--- config.mk ---
export PLATFORM = sky130hd
export DESIGN_NAME = mult_share_arb
export DESIGN_NICKNAME = d
export VERILOG_FILES = /design/src/rtl/mult_share_arb_pkg.sv /design/src/rtl/mult_share_arb_rr_pick.sv /design/src/rtl/mult_share_arb.sv
export SDC_FILE = /design/constraint.sdc
export NUM_CORES = 1
export LEC_CHECK = 0
export ABC_CLOCK_PERIOD_IN_PS = 8000
export CAP_MARGIN = 0
export CORE_AREA = 2 2 185 187
export CTS_CLUSTER_SIZE = 30
export DETAILED_ROUTE_END_ITERATION = 7
export DIE_AREA = 0 0 187 189
export PLACE_DENSITY_LB_ADDON = 0.2
export SETUP_SLACK_MARGIN = 0.1
export SLEW_MARGIN = 20
export SYNTH_ARGS = -nofsm -noshare
export SYNTH_HDL_FRONTEND = slang
export SYNTH_SLANG_ARGS = --single-unit
--- constraint.sdc ---
create_clock -name clk -period 8 [get_ports clk]
set_input_delay 1.6 -clock clk [delete_from_list [all_inputs] [get_ports clk]]
set_output_delay 1.6 -clock clk [all_outputs]
set_load 0.05 [all_outputs]
--- src/rtl/mult_share_arb_pkg.sv ---
// Shared types and helpers for the mult_share_arb multiplier-sharing arbiter.
package mult_share_arb_pkg;

    typedef enum logic [1:0] {
        IDLE,
        ISSUE,
        WAIT,
        RESP
    } state_t;

    localparam int ERR_CNT_W = 4;

    function automatic int idx_w(input int n);
        return $clog2(n);
    endfunction

endpackage

--- src/rtl/mult_share_arb_rr_pick.sv ---
// Round-robin pick: first valid requester at or after ptr, wrapping modulo N_REQ.
module rr_pick
    import mult_share_arb_pkg::*;
#(
    parameter int N_REQ = 4
) (
    input  logic [N_REQ-1:0]        valid,
    input  logic [idx_w(N_REQ)-1:0] ptr,
    output logic [N_REQ-1:0]        grant,
    output logic [idx_w(N_REQ)-1:0] grant_idx,
    output logic                    any_valid
);

    localparam int IW = idx_w(N_REQ);
    localparam logic [IW:0] NR_W = (IW+1)'(N_REQ);
    localparam logic [N_REQ-1:0] ONE = N_REQ'(1);

    logic [2*N_REQ-1:0] dbl;
    logic [N_REQ-1:0]   rot;
    logic [IW-1:0]      off;
    logic [IW:0]        sum;
    logic               found;

    always_comb begin
        // Rotate so ptr sits at bit 0, take the lowest set bit, then rotate the offset back.
        dbl   = {valid, valid} >> ptr;
        rot   = dbl[N_REQ-1:0];
        off   = '0;
        found = 1'b0;
        for (int unsigned i = 0; i < N_REQ; i++) begin
            if (!found && rot[i]) begin
                found = 1'b1;
                off   = IW'(i);
            end
        end
        sum = {1'b0, ptr} + {1'b0, off};
        if (sum >= NR_W) begin
            sum = sum - NR_W;
        end
        any_valid = |valid;
        grant_idx = sum[IW-1:0];
        grant     = any_valid ? (ONE << grant_idx) : '0;
    end

endmodule

--- src/rtl/mult_share_arb.sv ---
// Round-robin sharing of one multi-cycle multiplier core among N_REQ requesters.
// Optional WAIT watchdog enabled by defining MULT_SHARE_ARB_TIMEOUT_EN.
module mult_share_arb
    import mult_share_arb_pkg::*;
#(
    parameter int W       = 32,
    parameter int N_REQ   = 4,
    parameter int TIMEOUT = 255
) (
    input  logic                   clk,
    input  logic                   rst,
    input  logic [N_REQ-1:0]       req_valid,
    output logic [N_REQ-1:0]       req_ready,
    input  logic [N_REQ*W-1:0]     req_a,
    input  logic [N_REQ*W-1:0]     req_b,
    output logic [N_REQ-1:0]       resp_valid,
    input  logic [N_REQ-1:0]       resp_ready,
    output logic [2*W-1:0]         resp_p,
    output logic                   resp_err,
    output logic                   busy,
    output logic                   mul_start,
    output logic [W-1:0]           mul_a,
    output logic [W-1:0]           mul_b,
    input  logic                   mul_done,
    input  logic [2*W-1:0]         mul_p,
    output logic [ERR_CNT_W-1:0]   err_cnt
);

    localparam int IW = idx_w(N_REQ);

    if (N_REQ < 2 || N_REQ > 16 || TIMEOUT < 1) begin : g_bad_param
        $error("mult_share_arb: parameter out of range");
    end

    state_t           state;
    logic [IW-1:0]    rr_ptr;
    logic [IW-1:0]    grant_idx_q;
    logic [N_REQ-1:0] grant_q;
    logic [IW-1:0]    pick_idx;
    logic [N_REQ-1:0] pick_grant;
    logic             any_valid;
    logic [IW-1:0]    next_ptr;

    rr_pick #(
        .N_REQ(N_REQ)
    ) u_pick (
        .valid    (req_valid),
        .ptr      (rr_ptr),
        .grant    (pick_grant),
        .grant_idx(pick_idx),
        .any_valid(any_valid)
    );

    assign req_ready = (state == IDLE && !rst) ? pick_grant : '0;
    assign busy      = (state != IDLE);
    assign next_ptr  = (grant_idx_q == IW'(N_REQ-1)) ? '0 : grant_idx_q + 1'b1;

`ifdef MULT_SHARE_ARB_TIMEOUT_EN
    localparam int TW = $clog2(TIMEOUT + 1);
    logic [TW-1:0] wd_cnt;
    logic          wd_expired;
    assign wd_expired = (wd_cnt == TW'(TIMEOUT - 1));
`else
    assign resp_err = 1'b0;
    assign err_cnt  = '0;
`endif

    always_ff @(posedge clk) begin
        if (rst) begin
            state       <= IDLE;
            rr_ptr      <= '0;
            grant_idx_q <= '0;
            grant_q     <= '0;
            mul_start   <= 1'b0;
            mul_a       <= '0;
            mul_b       <= '0;
            resp_valid  <= '0;
            resp_p      <= '0;
`ifdef MULT_SHARE_ARB_TIMEOUT_EN
            wd_cnt      <= '0;
            resp_err    <= 1'b0;
            err_cnt     <= '0;
`endif
        end else begin
            case (state)
                IDLE: begin
                    if (any_valid) begin
                        grant_idx_q <= pick_idx;
                        grant_q     <= pick_grant;
                        mul_a       <= req_a[pick_idx*W +: W];
                        mul_b       <= req_b[pick_idx*W +: W];
                        mul_start   <= 1'b1;
                        state       <= ISSUE;
                    end
                end
                ISSUE: begin
                    mul_start <= 1'b0;
                    state     <= WAIT;
`ifdef MULT_SHARE_ARB_TIMEOUT_EN
                    wd_cnt    <= '0;
`endif
                end
                WAIT: begin
                    // A done in the expiry cycle takes priority over the abort.
                    if (mul_done) begin
                        resp_p     <= mul_p;
                        resp_valid <= grant_q;
                        state      <= RESP;
`ifdef MULT_SHARE_ARB_TIMEOUT_EN
                        resp_err   <= 1'b0;
                    end else if (wd_expired) begin
                        resp_p     <= '0;
                        resp_err   <= 1'b1;
                        resp_valid <= grant_q;
                        state      <= RESP;
                        if (err_cnt != '1) begin
                            err_cnt <= err_cnt + 1'b1;
                        end
                    end else begin
                        wd_cnt <= wd_cnt + 1'b1;
`endif
                    end
                end
                RESP: begin
                    if (resp_ready[grant_idx_q]) begin
                        resp_valid <= '0;
                        rr_ptr     <= next_ptr;
                        state      <= IDLE;
                    end
                end
                default: state <= IDLE;
            endcase
        end
    end

endmodule

# Yosys cells after proc, flatten, opt, wreduce, memory -nomap -nowiden
# Index checks and enable logic that the tools add are counted.
# totals
n_memories	0
latch_bits	0
input_bits	331
regBits	143
mem_bits_ro	0
mem_bits_rw	0
# classes
reduce_logical	19
addsub	3
n_bitwise	0
n_div	0
n_mux	21
n_shift	4
mul	0
n_lt_le_gt_ge	2
n_eq_ne	7
# op_table
op	count
indexed part select 128 x 8 -> 32 bit	2
2-to-1 mux 4 bit	4
2-to-1 mux 2 bit	7
case mux 2 bit (4 select lines)	1
case mux 4 bit (2 select lines)	1
AND reduction 2 bit	4
right shift 8 x 2 -> 4 bit	1
== test 2 bit (second input constant)	3
2-to-1 mux 1 bit	6
!= test 2 bit (second input constant)	3
AND reduction 3 bit	2
nonzero test 2 bit	3
logical AND 1 bit	4
zero test 1 bit	4
OR reduction 4 bit	1
<< shifter 1 x 2 -> 4 bit (first input constant)	1
adder 2 x 2 -> 3 bit	1
>= comparator 3 bit (second input constant)	1
less-than comparator 2 x 3 -> 1 bit (second input constant)	1
adder 2 x 1 -> 2 bit (second input constant)	1
binary-select mux 1 bit (select 2 bit)	1
== test 2 x 1 -> 1 bit (second input constant)	1
zero test 2 bit	1
case mux 1 bit (2 select lines)	1
subtractor 2 x 1 -> 2 bit (second input constant)	1

# Depth between registers and ports, before layout
# Gate-level depths: netlist (run 1).
# depth
depth_word	17
mapped_depth	13
depth_no_buf	10

# Hierarchy
# Synthesis (run 1) repeated with hierarchy kept, for this count alone.
# unflattened
hier_cells	761
hier_area_um2	6912.9
# modules_own_cells
mod	cells_each	area_each_um2	instances
mult_share_arb	723	6647.6	1
rr_pick	38	265.3	1

# Worst setup path before layout (run 1)
# Ideal clock, no wire load.
# synth_timing
path_kind	in2out
start	in req_valid[2]
end	out req_ready[0]
stages	8
slack_ns	2.209
required_ns	6.400
arrival_time_ns	4.191
n_path_buf	4
path_cell_list	buf_6 or4_1 nand3_1 ha_1 buf_2 buf_2 buf_1 nor3_1
# synth_via
elab_chain_len	17
word_cells_on_any_way	21
cone_classes	add/sub: 2; order compare: 1; shift: 2; mux: 9; reduce/logical: 7
# synth_lines
element	line_no	rtl
start, declared	mult_share_arb.sv:12	input logic [N_REQ-1:0] req_valid,
right shift 8 x 2 -> 4 bit (*)	mult_share_arb_rr_pick.sv:26	dbl = {valid, valid} >> ptr;
2-to-1 mux 1 bit	mult_share_arb_rr_pick.sv:31	if (!found && rot[i]) begin
zero test 1 bit	mult_share_arb_rr_pick.sv:31	
logical AND 1 bit	mult_share_arb_rr_pick.sv:31	
2-to-1 mux 1 bit	mult_share_arb_rr_pick.sv:31	
zero test 1 bit	mult_share_arb_rr_pick.sv:31	
logical AND 1 bit	mult_share_arb_rr_pick.sv:31	
2-to-1 mux 1 bit	mult_share_arb_rr_pick.sv:31	
(+2 left out)	n/a	
2-to-1 mux 2 bit (*)	mult_share_arb_rr_pick.sv:31	
adder 2 x 2 -> 3 bit (*)	mult_share_arb_rr_pick.sv:36	sum = {1'b0, ptr} + {1'b0, off};
>= comparator 3 bit / subtractor 2 x 1 -> 2 bit (equally long branches)	mult_share_arb_rr_pick.sv:37, mult_share_arb_rr_pick.sv:38	
2-to-1 mux 2 bit (*)	mult_share_arb_rr_pick.sv:37	if (sum >= NR_W) begin
net pick_idx[0]	mult_share_arb.sv:39	logic [IW-1:0] pick_idx;
<< shifter 1 x 2 -> 4 bit (*)	mult_share_arb_rr_pick.sv:42	grant = any_valid ? (ONE << grant_idx) : '0;
2-to-1 mux 4 bit (*)	mult_share_arb_rr_pick.sv:42	
2-to-1 mux 4 bit (*)	mult_share_arb.sv:54	assign req_ready = (state == IDLE && !rst) ? pick_grant : '0;
end, declared	mult_share_arb.sv:13	output logic [N_REQ-1:0] req_ready,
# The timed path passes the listed nets; every way through them passes the cells marked *.

# Worst setup path after layout (run 1)
# layout_timing
start	in req_valid[0]
end	out req_ready[0]
# layout_via
elab_chain_len	17
word_cells_on_any_way	21
cone_classes	add/sub: 2; order compare: 1; shift: 2; mux: 9; reduce/logical: 7
# layout_lines
element	line_no
right shift 8 x 2 -> 4 bit	mult_share_arb_rr_pick.sv:26
2-to-1 mux 1 bit	mult_share_arb_rr_pick.sv:31
zero test 1 bit	mult_share_arb_rr_pick.sv:31
logical AND 1 bit	mult_share_arb_rr_pick.sv:31
2-to-1 mux 1 bit	mult_share_arb_rr_pick.sv:31
zero test 1 bit	mult_share_arb_rr_pick.sv:31
logical AND 1 bit	mult_share_arb_rr_pick.sv:31
2-to-1 mux 1 bit	mult_share_arb_rr_pick.sv:31
zero test 1 bit	mult_share_arb_rr_pick.sv:31
logical AND 1 bit	mult_share_arb_rr_pick.sv:31
2-to-1 mux 2 bit	mult_share_arb_rr_pick.sv:31
adder 2 x 2 -> 3 bit	mult_share_arb_rr_pick.sv:36
>= comparator 3 bit / subtractor 2 x 1 -> 2 bit (equally long branches)	mult_share_arb_rr_pick.sv:37, mult_share_arb_rr_pick.sv:38
2-to-1 mux 2 bit	mult_share_arb_rr_pick.sv:37
<< shifter 1 x 2 -> 4 bit	mult_share_arb_rr_pick.sv:42
2-to-1 mux 4 bit (*)	mult_share_arb_rr_pick.sv:42
2-to-1 mux 4 bit (*)	mult_share_arb.sv:54
# Mark *: on every way between the ends. The rest lies on a longest branch, timed or not.

==> results.yml, run 1 <==
sta:
  finalCriticalPeriod_ns: 6.592
  setup_viol: 0
  max_freq_ghz: 0.1517
  finalHoldViolCount: 0
  fin_setup_tns_ns: 0
  rsz0062_at_grt: "false"
  max_slew_margin_pct: 27.10
  fin_crit_sh_pct: 82.40
  drv_slew: 0
  fin_worst_skew_ns: 0.007886
  worst_pin_slew_ns: 1.094
detailed_routing:
  drt-pass1-iter-count: 5
  wl_per_cell_um: 19.72
  drtAntennaViolNets: 0
  drc: 0
  via_per_inst: 4.928
  drt_wl_total_mm: 34.01
  drt_iter0_markers: 409
  via_count: 8501
cells_and_area:
  drive_above_1_share_pct: 5.512
  stdcell_area_um2: 13310
  num-fill-cells: 3411
  finalNetCount: 1595
  area_delta_synth_final_pct: 67.33
  final_util_pct: 39.98
  instances_no_fill: 1725
worst_setup_path:
  crit_type: "in2out"
  crit_path_top_delay_cell: "clkdlybuf4s50_1"
  required_ns: 6.40
  crit_path_max_incr_delay_ns: 0.90
  r2r_end: "mul_a[30]$_SDFFE_PP0P_"
  rrSetupSlack_ns: 4.44
  end_kind: "output port"
  r2r_start: "rr_ptr[0]$_SDFFE_PP0P_"
  crit_path_max_fanout: 9
  arrival_ns: 4.99
  ff2ff_path_depth: 11
  cp_cell_sequence: "clkdlybuf4s50_1 -> nand2b_1 -> o22ai_1 -> o21ai_0 -> nand3_1 -> ha_4 -> xnor2_1 -> xnor2_1 -> nor3_1 -> clkdlybuf4s50_1"
  worstSetupStartpointType: "input port"
clock_tree:
  cts_buffer_depth: 2
  cts_sinks: 143
  h-tree-depth: 4
  root_buffer: "clkbuf_16"
  post_cts_buffers: 0
  clkSlewWorstSetupHoldPaths_ns: 0.06
  cts_buffers: 17
  clock_latency_ns: 0.44
  cts_resized: 0
  cts_tree: "yes"
  hold_buffers: 0
global_route:
  grt_overflow: 0
  antenna_found_initial: 10
  grt_pass1_wl_mm: 51.10
  grtUsageMet3_pct: 7.470
  grt_max_degree: 129
  grt_pass1_vias: 8332
  use_met1_pct: 20.87
  grt_use_met2_pct: 31.93
  grt_usage_pct: 18.76
  grt-busiest-layer: "met2"
synthesis:
  synthFlopType: "dfxtp_1"
  ys_top_cells_by_area: "dfxtp_1, mux2i_1, o221ai_1"
  ys_ff_latch: 143
  synth_compound_gate_area_share_pct: 28.28
  synth_xor_area_share_pct: 0.3304
  avgSynthCellArea_um2: 9.322
  yosysWarnings: 0
  synth_mux_area_share_pct: 16.52
  synth_area_leader_cell: "dfxtp_1"
  ys_seq_area_share_pct: 36.00
  synth_edf_count: 0
  synthArstFlopShare_pct: 0
  yosys.area_share.simple_pct: 9.945
  netlist.area_leader.share_pct: 36.00
  syn_area_um2: 7951
  synth_cell_type_count: 43
  synth_top_family_by_area: "compound AO/OA/AOI/OAI gates"
  synth_cells: 853
  synth_fa_ha_area_share_pct: 1.101
floorplanning:
  die_h_um: 189
  core-area_um2: 33280
  rows: 67
  initial_utilization_pct: 23.89
  ios: 474
  design.die.area_um2: 35340
  die_w_um: 187
pwr:
  leakage_nw: 4.785
  p_per_area_nw_per_um2: 285.8
  vdd_drop_max_mv: 0.1957
  total_power_w: 0.003802
place:
  io_buffers: 468
  gp_congestion: 0.7918
  dp_cells: 1686
  dp_hpwl_mm: 24.52
  post_dp_cell_area_um2: 12740
run_status:
  status: "finished clean"
worst_hold_path:
  min_delay_worst_endpoint: "resp_p[14]$_SDFFE_PP0P_"
  hp-class: "reg2reg"
  hold-path-cell-count: 2
  hold_start: "resp_p[14]$_SDFFE_PP0P_"
flow_run:
  max_cap_violations: 0
[cells in the mapped netlist, types with 2 or more instances]
master,count
o221ai_1,112
mux2i_1,129
nand2b_1,2
nand4b_1,4
a211oi_1,2
nand2_1,145
inv_1,5
buf_1,7
a22o_1,64
nor3_1,4
buf_8,2
clkbuf_1,32
buf_2,22
nor2_1,16
buf_4,24
buf_6,10
a21oi_1,74
a32o_1,2
ha_1,7
nand3_1,5
o21ai_0,4
o221ai_2,16
dfxtp_1,143
xnor2_1,3
[power by group]
part	leakage, nW	switching (W)	internal [W]	total, W
registers	1.18	0.000104	0.000895	0.000999
clock network	0.263	0.000355	0.000411	0.000766
logic	3.35	0.00126	0.000773	0.00204
[per-stage QoR]
stage                     hold slack, ns  setup slack (ns)
after global placement            0.4411             1.441
after global routing              0.4723             1.108
after floorplan                   0.4435             2.209
final                             0.4525             1.408
after detailed placement          0.4474             1.352
after CTS                         0.4551             1.325
[logic make-up after synthesis]
family,Yosys count
buffers and inverters,103
muxes,130
xor gates and xnor gates,3
other,1
DFF,143
and+or+nand+nor,187
AOI/OAI and AO/OA,279
adders and majority gates,7
[flip-flops by register name (all words and copies together), names as in the netlist]
name	count
resp_p	64
mul_a	32
mul_b	32
grant_q	4
resp_valid	4
grant_idx_q	2
rr_ptr	2
state	2
mul_start	1
[placed cells by master, fill, tap and decap left out, types with 2 or more instances in the layout]
master and instances:
o221ai_2 16, nand4b_1 4, clkinv_4 3, clkdlybuf4s50_1 467, mux2i_1 129, clkinv_2 2, a22o_1 64, a32o_1 2
nand3_1 5, o221ai_1 112, dfxtp_1 143, o21ai_0 4, nor3_1 4, clkbuf_16 17, a211oi_1 2, nand2_1 144
clkinvlp_4 3, nand2b_1 2, inv_6 4, a21oi_1 74, ha_1 6, diode_2 7, nor2_1 15, inv_1 5
buf_4 10, xnor2_1 3, conb_1 5
[worst max path at each step]
stage,from,to,cells after the start
after floorplan,req_valid[2],req_ready[0],8
after global placement,req_valid[0],req_ready[0],10
after detailed placement,req_valid[0],req_ready[0],10
after CTS,req_valid[0],req_ready[0],10
after global routing,req_valid[0],req_ready[0],10
final,req_valid[0],req_ready[0],10
[metal layers]
layer,part of all wire [%],vias to the layer above
li1,-,4084
met1,38,4028
met2,50,358
met3,9.4,27
met4,1.7,4
met5,0.097,-
[worst max-delay path: cells and delay by family]
kind / cells / cell delay [ns]
buf+inv: 2 / 1.62
compound gates: 2 / 0.23
xor+xnor: 2 / 0.69
fa+ha+maj: 1 / 0.20
simple gates: 3 / 0.66
[layout make-up]
type | count | area, µm² | area share (%)
Antenna cell | 7 | 17.52 | 0.1317
Clock buffer | 19 | 442.9 | 3.329
Clock inverter | 13 | 105.1 | 0.7899
Inverter | 5 | 18.77 | 0.1411
Multi-Input combinational cell | 611 | 4523 | 33.99
Sequential cell | 143 | 2863 | 21.52
Tap cell | 448 | 560.5 | 4.213
Timing Repair Buffer | 479 | 4775 | 35.88
Power figures use the tool's default switching activity.
==> inputs of run 2 (changes only) <==
--- a/config.mk
+++ b/config.mk
@@ -5,12 +5,12 @@
 export SDC_FILE = /design/constraint.sdc
 export NUM_CORES = 1
 export LEC_CHECK = 0
-export ABC_CLOCK_PERIOD_IN_PS = 8000
+export ABC_CLOCK_PERIOD_IN_PS = 5400
 export CAP_MARGIN = 0
-export CORE_AREA = 2 2 185 187
+export CORE_AREA = 2 2 183 185
 export CTS_CLUSTER_SIZE = 30
 export DETAILED_ROUTE_END_ITERATION = 7
-export DIE_AREA = 0 0 187 189
+export DIE_AREA = 0 0 185 187
 export PLACE_DENSITY_LB_ADDON = 0.2
 export SETUP_SLACK_MARGIN = 0.1
 export SLEW_MARGIN = 20
==> constraint.sdc (replaced) <==
create_clock -name clk -period 5.4 [get_ports clk]
set_input_delay 1.08 -clock clk [delete_from_list [all_inputs] [get_ports clk]]
set_output_delay 1.08 -clock clk [all_outputs]
set_load 0.05 [all_outputs]
==> run 2 against run 1 <==
  * Global-route usage up 0.20 points
  * Register-to-register slack got worse by 2.1 ns
  * Critical endpoint unchanged
  * Core utilization grew 1.0 points
  * Total power up 51%
  * Clock power rose by 59%
  * Largest cell class unchanged
  * Hold slack better by 0.00056 ns
  * Highest routed layer unchanged
  * Sequential power rose by 48%
==> results.yml, run 2 (synthesis gave the netlist of run 1 again) <==
global_route:
  grt_usage_pct: 18.96
  grt_pass1_wl_mm: 49.62
  grt_max_degree: 73
  antenna_found_initial: 6
  grt_overflow: 0
  grt_pass1_vias: 8269
cells_and_area:
  multiInputGateArea_um2: 4523
  seqCellArea_um2: 2863
  finalNetCount: 1600
  final_common_cell: "clkdlybuf4s50_1"
  instances_no_fill: 1728
  num-fill-cells: 3283
  area_delta_synth_final_pct: 69.36
  layout_common_cells: "clkdlybuf4s50_1, nand2_1, dfxtp_1, mux2i_1, o221ai_1"
  largest_register_ffs: 64
  final_util_pct: 40.98
  largestRegisters: "resp_p: 64 flops, mul_a: 32 flops, mul_b: 32 flops"
  regMostFlops: "resp_p"
  drive_above_1_share_pct: 6.196
floorplanning:
  design.die.area_um2: 34600
  ios: 474
  rows: 67
  initial_utilization_pct: 24.20
  core-area_um2: 32860
  die_h_um: 187
  die_w_um: 185
pwr:
  p_per_area_nw_per_um2: 427.5
  total_power_w: 0.005757
  vdd_drop_max_mv: 0.2493
  leakage_nw: 4.865
clock_tree:
  clkSlewWorstSetupHoldPaths_ns: 0.06
  cts_tree: "yes"
  post_cts_buffers: 0
  cts_buffer_depth: 2
  h-tree-depth: 4
  root_buffer: "clkbuf_16"
  cts_buffers: 17
  cts_sinks: 143
  clock_latency_ns: 0.44
  cts_resized: 0
  hold_buffers: 0
worst_setup_path:
  crit_path_max_incr_delay_ns: 0.71
  required_ns: 4.32
  worstSetupStartpointType: "input port"
  crit_path_max_fanout: 9
  arrival_ns: 3.59
  end_kind: "output port"
  cpMostUsedCell: "xnor2_1"
  critical_path_buf_inv_count: 3
  critPathTopFamily: "buffers and inverters"
  crit_path_top_delay_cell: "clkdlybuf4s50_1"
  crit_type: "in2out"
  cp_cell_sequence: "clkdlybuf4s50_1 -> nand2b_1 -> o22ai_1 -> o21ai_0 -> nand3_1 -> ha_4 -> xnor2_1 -> buf_4 -> xnor2_1 -> nor3_1 -> buf_12"
detailed_routing:
  via_count: 8463
  drt_wl_total_mm: 34.18
  via_per_inst: 4.898
  wl_per_cell_um: 19.78
  drt_iter0_markers: 389
  drtAntennaViolNets: 0
  drt-pass1-iter-count: 5
  drc: 0
flow_run:
  max_cap_violations: 0
sta:
  fin_setup_tns_ns: 0
  drv_slew: 0
  setup_slack_ns: 0.7278
  max_slew_margin_pct: 32.45
  finalHoldViolCount: 0
  rsz0062_at_grt: "false"
  fin_worst_skew_ns: 0.01055
  max_freq_ghz: 0.2140
  worst_pin_slew_ns: 1.013
  setup_viol: 0
  fin_crit_sh_pct: 86.52
  finalCriticalPeriod_ns: 4.672
place:
  io_buffers: 468
  gp_congestion: 0.7650
  dp_hpwl_mm: 25.03
  dp_cells: 1691
  dp_slack_ns: 0.7163
run_status:
  status: "finished clean"
worst_hold_path:
  hp-class: "reg2reg"
run 2: changes by cell type in the layout (fill, tap and decap cells not counted), sizes merged:
cell           before  now
buf                12   21
bufinv              0    2
diode               7    5
clkdlybuf4s50     467  463
clkbuf             19   18
clkinv              5    4
run 2: power by group:
| part | switching (W) | total [W] | internal, W |
|---|---|---|---|
| combinational | 0.00188 | 0.00306 | 0.00117 |
| clock | 0.000532 | 0.00122 | 0.000689 |
| sequential | 0.000152 | 0.00148 | 0.00133 |
| total | 0.00257 | 0.00576 | 0.00319 |
run 2: per-layer routing:
layer  GRT usage, %  part of all wire [%]  vias to the layer above
met1          21.07                    40                     3982
met2          32.89                    49                      353
li1               -                     -                     4092
met3          6.893                   9.2                       34
met5              0                 0.038                        -
met4          7.082                   2.1                        2
run 2: cell type report:
cell class | count | area share (%)
Clock buffer | 18 | 3.187
Clock inverter | 14 | 1.171
Inverter | 5 | 0.1394
Sequential cell | 143 | 21.26
Antenna cell | 5 | 0.09291
Multi-Input combinational cell | 611 | 33.59
Timing Repair Buffer | 484 | 36.40
Tap cell | 448 | 4.162
run 2: stage by stage:
step / hold slack (ns) / area [µm²]
after floorplan: 0.4435 / 7966
after global placement: 0.4407 / 12870
after detailed placement: 0.4469 / 12870
after CTS: 0.4549 / 13450
after global routing: 0.4701 / 13470
final: 0.4531 / 13470
run 2: final timing paths:
path                                             start                endpoint  slack (ns)  cells after the start
worst max-delay path                      req_valid[0]            req_ready[0]        0.73                     11
worst min-delay path            resp_p[3]$_SDFFE_PP0P_  resp_p[3]$_SDFFE_PP0P_        0.45                      2
worst max register to register  rr_ptr[0]$_SDFFE_PP0P_   mul_b[3]$_SDFFE_PP0P_        2.39                     10
worst min register to register  resp_p[3]$_SDFFE_PP0P_  resp_p[3]$_SDFFE_PP0P_        0.45                      2
run 2: worst register-to-register path, stage by stage (launching register included):
cell	delay (ns)
dfxtp_1	0.59
nor2_1	0.12
nand2_1	0.09
nand3_1	0.07
o21ai_0	0.09
nand3_1	0.13
ha_4	0.49
buf_12	0.43
mux2i_1	0.50
o221ai_1	0.16
a22o_1	0.24
